File: src/rtl/uart_pkg.sv
// Shared UART definitions: bit period default, data width and receiver state encoding.
// Both uart_tx and uart_rx import this so the two ends agree on the bit period.
package uart_pkg;

  localparam int BAUD_DIV_DEFAULT = 2604;
  localparam int DATA_BITS        = 8;

  localparam logic [0:0] ST_IDLE    = 1'b0;
  localparam logic [0:0] ST_RECEIVE = 1'b1;

  typedef enum logic [0:0] {
    IDLE    = ST_IDLE,
    RECEIVE = ST_RECEIVE
  } rx_state_t;

endpackage

File: src/rtl/uart_sync2.sv
// Two-flop synchronizer for the asynchronous serial line.
// Resets to 1 so an idle-high line never produces a spurious start bit.
module uart_sync2 (
  input  logic clk,
  input  logic rst_n,
  input  logic d,
  output logic q
);

  logic meta;

  always_ff @(posedge clk or negedge rst_n) begin
    if (!rst_n) begin
      meta <= 1'b1;
      q    <= 1'b1;
    end else begin
      meta <= d;
      q    <= meta;
    end
  end

endmodule

File: src/rtl/uart_rx.sv
// 8N1 serial receiver: start-bit detect, mid-bit sampling, sticky rdy/ovr flags.
// A stop bit sampled low holds the receiver in IDLE until the line returns high.
module uart_rx
  import uart_pkg::*;
#(
  parameter int BAUD_DIV = BAUD_DIV_DEFAULT
) (
  input  logic                 clk,
  input  logic                 rst_n,
  input  logic                 rx,
  input  logic                 clr_rdy,
  output logic [DATA_BITS-1:0] rx_data,
  output logic                 rdy,
  output logic                 frm_err,
  output logic                 ovr
);

  localparam int              BW        = $clog2(BAUD_DIV);
  localparam logic [BW-1:0]   HALF_LOAD = BW'(BAUD_DIV / 2 - 1);
  localparam logic [BW-1:0]   FULL_LOAD = BW'(BAUD_DIV - 1);
  localparam logic [3:0]      STOP_IDX  = 4'(DATA_BITS + 1);

  logic                 rx_s;
  rx_state_t            state;
  rx_state_t            state_next;
  logic [BW-1:0]        baud;
  logic [3:0]           bit_cnt;
  logic [DATA_BITS-1:0] shreg;
  logic                 brk_wait;
  logic                 arm;
  logic                 sample;
  logic                 done;

  uart_sync2 u_sync (
    .clk   (clk),
    .rst_n (rst_n),
    .d     (rx),
    .q     (rx_s)
  );

  assign arm    = (state == IDLE) && !brk_wait && !rx_s;
  assign sample = (state == RECEIVE) && (baud == '0);
  assign done   = sample && (bit_cnt == STOP_IDX);

  always_comb begin
    state_next = state;
    case (state)
      IDLE:    if (arm) state_next = RECEIVE;
      RECEIVE: if (sample && ((bit_cnt == 4'd0 && rx_s) || bit_cnt == STOP_IDX))
                 state_next = IDLE;
      default: state_next = IDLE;
    endcase
  end

  always_ff @(posedge clk or negedge rst_n) begin
    if (!rst_n) state <= IDLE;
    else        state <= state_next;
  end

  // The start bit is shifted in too; it falls off the bottom after the 8th data bit.
  always_ff @(posedge clk or negedge rst_n) begin
    if (!rst_n) begin
      baud    <= '0;
      bit_cnt <= '0;
      shreg   <= '0;
    end else if (arm) begin
      baud    <= HALF_LOAD;
      bit_cnt <= '0;
    end else if (state == RECEIVE) begin
      if (sample) begin
        shreg   <= {rx_s, shreg[DATA_BITS-1:1]};
        baud    <= FULL_LOAD;
        bit_cnt <= done ? bit_cnt : bit_cnt + 4'd1;
      end else begin
        baud <= baud - BW'(1);
      end
    end
  end

  always_ff @(posedge clk or negedge rst_n) begin
    if (!rst_n) begin
      brk_wait <= 1'b0;
    end else if (done) begin
      brk_wait <= ~rx_s;
    end else if (state == IDLE && rx_s) begin
      brk_wait <= 1'b0;
    end
  end

  // Frame completion takes priority over a simultaneous consumer ack.
  always_ff @(posedge clk or negedge rst_n) begin
    if (!rst_n) begin
      rx_data <= '0;
      rdy     <= 1'b0;
      frm_err <= 1'b0;
      ovr     <= 1'b0;
    end else if (done) begin
      rx_data <= shreg;
      rdy     <= 1'b1;
      frm_err <= ~rx_s;
      ovr     <= ovr | rdy;
    end else if (clr_rdy) begin
      rdy     <= 1'b0;
      frm_err <= 1'b0;
      ovr     <= 1'b0;
    end
  end

endmodule
File: config.mk
export PLATFORM = sky130hd
export DESIGN_NAME = uart_rx
export DESIGN_NICKNAME = d
export VERILOG_FILES = /design/src/rtl/uart_pkg.sv /design/src/rtl/uart_sync2.sv /design/src/rtl/uart_rx.sv
export SDC_FILE = /design/constraint.sdc
export NUM_CORES = 1
export LEC_CHECK = 0
export CAP_MARGIN = 20
export CELL_PAD_IN_SITES_DETAIL_PLACEMENT = 0
export CELL_PAD_IN_SITES_GLOBAL_PLACEMENT = 2
export CORE_ASPECT_RATIO = 1.25
export CORE_UTILIZATION = 39
export CTS_CLUSTER_SIZE = 25
export DETAILED_ROUTE_END_ITERATION = 8
export GPL_TIMING_DRIVEN = 0
export PLACE_DENSITY = 0.83
export SYNTH_ARGS = -nofsm -noshare
export SYNTH_HDL_FRONTEND = slang
export SYNTH_SLANG_ARGS = --single-unit
File: constraint.sdc
create_clock -name clk -period 4.4 [get_ports clk]
set_input_delay 1.1 -clock clk [delete_from_list [all_inputs] [get_ports clk]]
set_output_delay 1.1 -clock clk [all_outputs]
set_load 0.1 [all_outputs]
# After elaboration in Yosys (flattened, before gate mapping)
# Cells that the tools add are included.
# W data, S select, Z words.
# op_classes
n_eq_ne	2
bitwise	4
mux	16
add_sub_neg	2
n_reduce_logical	18
# op_table
op	count
$mux W12	3
$mux W4	4
$logic_not A12 Y1	1
$sub A12 B1 Y12 const B	1
$mux W1	8
$reduce_bool A2 Y1	4
$logic_and A1 B1 Y1	7
$reduce_and A3 Y1	2
$add A4 B1 Y4 const B	1
$eq A4 B4 Y1 const B	1
$logic_not A4 Y1	1
$not A1 Y1	3
$logic_not A1 Y1	2
$ne A2 B2 Y1 const B	1
$pmux W1 S2	1
$logic_or A1 B1 Y1	1
$or A1 B1 Y1	1
# totals
output_inout_bits	11
wordCells	53
register_bits	39

# Logic depth before layout (Yosys ltp)
# Gate-level depths: netlist of the first run.
# depth
word_depth	7
ltp_mapped	8
mapped_depth_nobuf	6

# Hierarchy
# A second synthesis of the first run with hierarchy kept.
# unflattened
hier_cells	177
area_unflattened_um2	1784.2
# by_module_without_submodules
mod	seq_area_each_um2	n_inst	cells_per_inst	area_per_inst_um2
uart_rx	925.9	1	175	1731.7
uart_sync2	52.6	1	2	52.6

# Worst setup path after synthesis of the first run
# Ideal clock, no wire load.
# synth_timing
path_type	reg2reg
from	reg baud[4]
to	reg bit_cnt[3]
arrival_time_ns	2.041
synth_period_minus_slack_ns	2.118
path_stages_with_launch	6
required_time_ns	4.322
path_slack_ns	2.282
setup_time_ns	0.078
path_cell_list	dfrtp_1 or4_4 or4_1 buf_2 or3_1 a21oi_1
# synth_between
elab_chain_cells	5
# synth_rtl
item	line_no	rtl
start, declared	uart_rx.sv:26	logic [BW-1:0] baud;
start signal, assigned	uart_rx.sv:75	baud <= baud - BW'(1);
$logic_not A12 Y1 (*)	uart_rx.sv:42	assign sample = (state == RECEIVE) && (baud == '0);
$logic_and A1 B1 Y1 (*)	uart_rx.sv:42	
$logic_and A1 B1 Y1	uart_rx.sv:43	assign done = sample && (bit_cnt == STOP_IDX);
$ne A2 B2 Y1 (no source line)	n/a	
$reduce_and A3 Y1 (no source line) (*)	n/a	
end signal, assigned	uart_rx.sv:73	bit_cnt <= done ? bit_cnt : bit_cnt + 4'd1;
end, declared	uart_rx.sv:27	logic [3:0] bit_cnt;
# Mark *: on every way between the ends. The rest lies on a longest branch, timed or not.
# A chain may end at the register's enable or synchronous reset.

# Worst setup path in the final report of the first run
# layout_timing
from	reg rdy
to	out rdy
# layout_rtl
item	line_no	rtl
start, declared	uart_rx.sv:13	output logic rdy,
start signal, assigned	uart_rx.sv:94	rdy <= 1'b0;
start signal, assigned	uart_rx.sv:99	rdy <= 1'b1;
start signal, assigned	uart_rx.sv:103	rdy <= 1'b0;
# No word-level cell between the ends.

==> flow_summary.yaml, run 1 <==
die:
  dieWidth_um: 62.5
  die_y_um: 77.6
  core_um2: 4390
  die-area_um2: 4850
  ios: 15
  start_util: 0.406
  rows: 27
clock_network:
  cts_hold_buf: 0
  cts.sinks: 39
  htreeDepth: 2
  cts_setup_buffers: 0
  cts_tree: "yes"
  clk_path_buf_depth: 2
  clk_latency_ps: 290
  post_cts_resized: 0
  clk_pin_slew_worst_paths_ps: 80
  cts-root-buf: "clkbuf_8"
  numCtsBuffers: 5
synthesis:
  syn-cell-area_um2: 1780
  synth_cells: 177
  synth-seq-cells: 39
  synth.distinct_cells: 31
  syn-num-nets: 186
  yosysSeqAreaShare: 0.548
  synth_area_per_cell_um2: 10.1
  yosysWarnings: 0
global_route:
  grt_use_total: 0.181
  grt_pass1_vias: 1468
  grt_remaining_overflow: 0
  antenna_found_initial: 0
  grt_pass1_wl_um: 6820
  grt_max_degree: 40
critical_path:
  crit_arrival_ps: 1800
  cp.buffers_inverters: 1
  startpoint: "rdy$_DFFE_PN0P_"
  reg2reg_to: "rx_data[4]$_DFFE_PN0P_"
  critical-path-max-stage-delay_ps: 1140
  r2r_cells: 4
  cp_max_fo: 3
  worstSetupStartpointType: "flip-flop"
  end_kind: "primary output"
  reg2reg_slack_ps: 2040
  crit_required_ps: 3300
  critical-path-top-delay-family: "buffers and inverters"
  worstPathCellList: "clkdlybuf4s50_1"
  crit_path_end: "rdy"
  critPathKind: "reg2out"
  crit_cells: 1
  cpMaxStageDelayCell: "clkdlybuf4s50_1"
  rr_startpoint: "baud[4]$_DFFE_PN0P_"
place:
  io_buffers: 14
  place_inst: 249
  placed_area_um2: 1990
  gp_congestion: 0.797
  dp_hpwl_um: 2680
finish:
  final-seq-area_um2: 978
  finalInstanceArea_um2: 2130
  nFillCells: 438
  drive_above_1_share: 0.106
  final_cell_mix: "37 x dfrtp_1, 36 x nand2_1, 13 x clkdlybuf4s50_1, 12 x o21ai_0, 10 x a21oi_1"
  layout_commonest_cell: "dfrtp_1"
  final_cells: 257
  area_growth_pct: 19.3
  nets: 207
  multiInputGateArea_um2: 748
  n_antenna_cell: 0
power:
  vdd_drop_max_uv: 164
  power_density_nw_per_um2: 342
  p_leak_uw: 0.000932
  power_uw: 728
timing:
  tightest_slew_ps: 975
  period_minus_slack_ps: 2900
  hold_viol_final: 0
  finalCritPeriodShare: 0.660
  slew_viol_final: 0
  max_freq_mhz: 344
  rsz0062_at_grt: "no"
  setup_viol: 0
  tns_ps: 0
  relSlewSlack: 0.348
  fin_skew_ps: 5.96
  whs_ps: 365
worst_hold_path:
  hold_path_class: "reg2reg"
detailed_routing:
  vias_per_cell: 5.28
  finalWirelength_um: 3830
  drt_iter0_markers: 70
  drc_errors: 0
  ant_nets: 0
  vias: 1358
  wl_per_cell_um: 14.9
  dr.pass1.iters: 4
flow_run:
  cap_violations: 0
outcome:
  status: "finished, final reports clean"
[worst min-delay path by stage]
stage                     cells past startpoint  slack (ps)                 end                  start
after floorplan                               0         350  u_sync.q$_DFF_PN1_  u_sync.meta$_DFF_PN1_
after global placement                        0         350  u_sync.q$_DFF_PN1_  u_sync.meta$_DFF_PN1_
after detailed placement                      0         350  u_sync.q$_DFF_PN1_  u_sync.meta$_DFF_PN1_
after CTS                                     0         360  u_sync.q$_DFF_PN1_  u_sync.meta$_DFF_PN1_
after global routing                          0         370  u_sync.q$_DFF_PN1_  u_sync.meta$_DFF_PN1_
final                                         0         360  u_sync.q$_DFF_PN1_  u_sync.meta$_DFF_PN1_
[layout make-up]
cell class / instances / share of cell area
tap: 58 / 0.0341
clock inverter: 3 / 0.0317
multi-input combinational: 123 / 0.352
inverter: 8 / 0.0141
timing repair buffer: 14 / 0.0635
sequential: 39 / 0.460
buffer: 7 / 0.0129
clock buffer: 5 / 0.0323
[registers in the layout (all words and copies together), names as in the netlist]
name,cells
rx_data,8
state,1
shreg,8
u_sync.q,1
rdy,1
ovr,1
frm_err,1
baud,12
brk_wait,1
u_sync.meta,1
bit_cnt,4
[stage by stage]
step                      utilization  setup WS, ps
after floorplan                     -          2280
after global placement          0.455          1310
after detailed placement        0.454          1810
after CTS                       0.485          1480
after global routing            0.485          1450
final                           0.485          1500
[kinds of logic (layout without fill, tap and decap cells)]
group,count (synthesis),count (layout),synth area share
and+or+nand+nor,70,70,0.193
DFF,39,39,0.548
AOI/OAI and AO/OA,35,35,0.116
buffers and inverters,15,37,0.0323
muxes,8,8,0.0505
adders and majority gates,5,5,0.0351
xor gates and xnor gates,5,5,0.0245
[cell usage after synthesis, drive strengths merged]
library cell  count  area, µm²
nand3             6       30.0
nand2            36        135
nand3b            3       22.5
xor2              4       35.0
and3b             1       8.76
a21boi            1       7.51
o311ai            1       8.76
nor4              3       18.8
nor4bb            1       10.0
ha                5       62.6
buf               1       5.00
o31ai             2       15.0
o211ai            3       22.5
or3               4       25.0
o31a              1       8.76
a31oi             3       18.8
clkbuf            6       22.5
or4               5       41.3
o21ai            12       60.1
nor3              5       25.0
nor2              4       15.0
mux2              8       90.1
xnor2             1       8.76
a211o             1       8.76
inv               8       30.0
nand4             2       12.5
a21o              1       7.51
dfstp             2       52.6
a21oi            10       50.1
dfrtp            37        926
[routing by layer]
| metal | routed length (µm) | track usage | part of all wire |
|---|---|---|---|
| met1 | 1690 | 0.216 | 0.44 |
| met2 | 1960 | 0.322 | 0.51 |
| met3 | 118 | 0.0412 | 0.031 |
| met4 | 53 | 0.0558 | 0.014 |
| met5 | 0 | 0 | 0 |
[power by group]
part	switching [µW]	internal, µW	total (µW)
sequential	0.908	360	361
clock	131	226	357
combinational	7.46	2.41	9.87
Power figures use the tool's default switching activity.
==> inputs of run 2 (changes only) <==
Settings changed: CORE_UTILIZATION 39 to 36, PLACE_DENSITY 0.83 to 0.78.
Clock period 4.4 ns to 2.85 ns, I/O delays scaled along.
==> run 2 against run 1 <==
Compared with the run above: via count rose by 2.4%; clock-buffer cell count stayed put; largest cell class unchanged; sequential cell count stayed put; critical path type unchanged; die area is 8.1% higher; core utilization decreased by 4.7 points; first-iteration DRC count decreased by 63%; global-route usage shrank 1.4 points; combinational power increased by 55%; setup slack got worse by 1200 ps; wire length grew 2.1%; cell count increased by 0.78%.
==> flow_summary.yaml, run 2 (synthesized netlist as in run 1, its figures left out) <==
detailed_routing:
  ant_nets: 0
  dr.pass1.iters: 5
  vias_per_cell: 5.37
  vias: 1391
  finalWirelength_um: 3910
  wl_per_cell_um: 15.1
  drc_errors: 0
  drt_iter0_markers: 26
critical_path:
  cp.buffers_inverters: 1
  crit_required_ps: 2140
  crit_arrival_ps: 1800
  cpMaxStageDelayCell: "clkdlybuf4s50_1"
  critPathKind: "reg2out"
  cp_max_fo: 3
  critical-path-top-delay-family: "buffers and inverters"
  worstPathCellList: "clkdlybuf4s50_1"
  critical-path-max-stage-delay_ps: 1140
  end_kind: "primary output"
  worstSetupStartpointType: "flip-flop"
place:
  dp_hpwl_um: 2720
  gp_congestion: 0.740
  dp_slack_ps: 492
  io_buffers: 14
finish:
  layout_commonest_cell: "dfrtp_1"
  nets: 207
  area_growth_pct: 16.8
  largest_reg_flops: 12
  drive_above_1_share: 0.106
  n_antenna_cell: 0
  final_cell_mix: "37 x dfrtp_1, 36 x nand2_1, 13 x clkdlybuf4s50_1, 12 x o21ai_0, 10 x a21oi_1"
  top_regs: "baud x12, rx_data x8, shreg x8"
  regMostFlops: "baud"
timing:
  setup_viol: 0
  hold_viol_final: 0
  relSlewSlack: 0.345
  rsz0062_at_grt: "no"
  slew_viol_final: 0
  fin_skew_ps: 4.89
  max_freq_mhz: 398
  period_minus_slack_ps: 2510
  tightest_slew_ps: 980
  finalCritPeriodShare: 0.882
  setup_ws_ps: 338
  tns_ps: 0
global_route:
  grt_pass1_vias: 1398
  grt_max_degree: 40
  grt_remaining_overflow: 0
  antenna_found_initial: 0
  grt_pass1_wl_um: 6580
  grt_use_total: 0.168
die:
  die-area_um2: 5240
  die_y_um: 80.7
  rows: 28
  core_um2: 4760
  start_util: 0.374
  ios: 15
  dieWidth_um: 65.0
clock_network:
  cts_tree: "yes"
  cts_hold_buf: 0
  cts_setup_buffers: 0
  clk_latency_ps: 290
  post_cts_resized: 0
  cts-root-buf: "clkbuf_8"
  clk_pin_slew_worst_paths_ps: 80
  clk_path_buf_depth: 2
  htreeDepth: 2
  numCtsBuffers: 5
  cts.sinks: 39
power:
  power_density_nw_per_um2: 453
  vdd_drop_max_uv: 301
  p_leak_uw: 0.000908
flow_run:
  cap_violations: 0
outcome:
  status: "finished, final reports clean"
worst_hold_path:
  hold_path_class: "reg2reg"
==> run 2: cell types whose count changed in the layout (fill, tap and decap cells not counted) <==
cell	change
clkinv_2	+1
clkinvlp_4	+1
bufinv_16	-2
==> run 2: final timing paths <==
path / startpoint / to / slack [ps] / cells after the start
setup reg to reg: baud[4]$_DFFE_PN0P_ / frm_err$_DFFE_PN0P_ / 480 / 5
setup / recovery: rdy$_DFFE_PN0P_ / rdy / 340 / 1
hold / removal: u_sync.meta$_DFF_PN1_ / u_sync.q$_DFF_PN1_ / 360 / 0
min in group asynchronous: rst_n / bit_cnt[3]$_DFFE_PN0P_ / 530 / 1
max in group asynchronous: rst_n / shreg[4]$_DFFE_PN0P_ / 1780 / 1
hold reg to reg: u_sync.meta$_DFF_PN1_ / u_sync.q$_DFF_PN1_ / 360 / 0
==> run 2: layer usage <==
layer / global-route usage / wire [µm] / vias to the layer above
met5: 0 / 0 / -
met2: 0.291 / 1970 / 29
met4: 0.0800 / 82 / 0
met3: 0.0313 / 104 / 8
li1: - / - / 666
met1: 0.198 / 1750 / 688
==> run 2: report_power, final <==
group,switching [µW],leakage (µW),total (µW),internal (µW)
logic,11.5,0.000365,15.3,3.73
registers,1.57,0.000502,557,555
clock network,200,0.0000402,370,170
total,213,0.000908,943,729
==> run 2: cell type report <==
cell class | count | area (µm²)
buffer | 7 | 27.5
clock inverter | 3 | 20.0
clock buffer | 5 | 68.8
tap | 60 | 75.1
inverter | 8 | 30.0
fill | 489 | 2680
multi-input combinational | 123 | 748
sequential | 39 | 978
timing repair buffer | 14 | 135
==> run 2: per-stage QoR <==
stage	hold WS [ps]	area, µm²	power (µW)	instances	utilization
floorplan	345	1780	569	177	-
global placement	348	2000	585	251	0.420
detailed placement	349	1990	584	251	0.419
CTS	361	2080	957	259	0.437
global route	363	2080	979	259	0.437
finish	359	2080	943	259	0.437
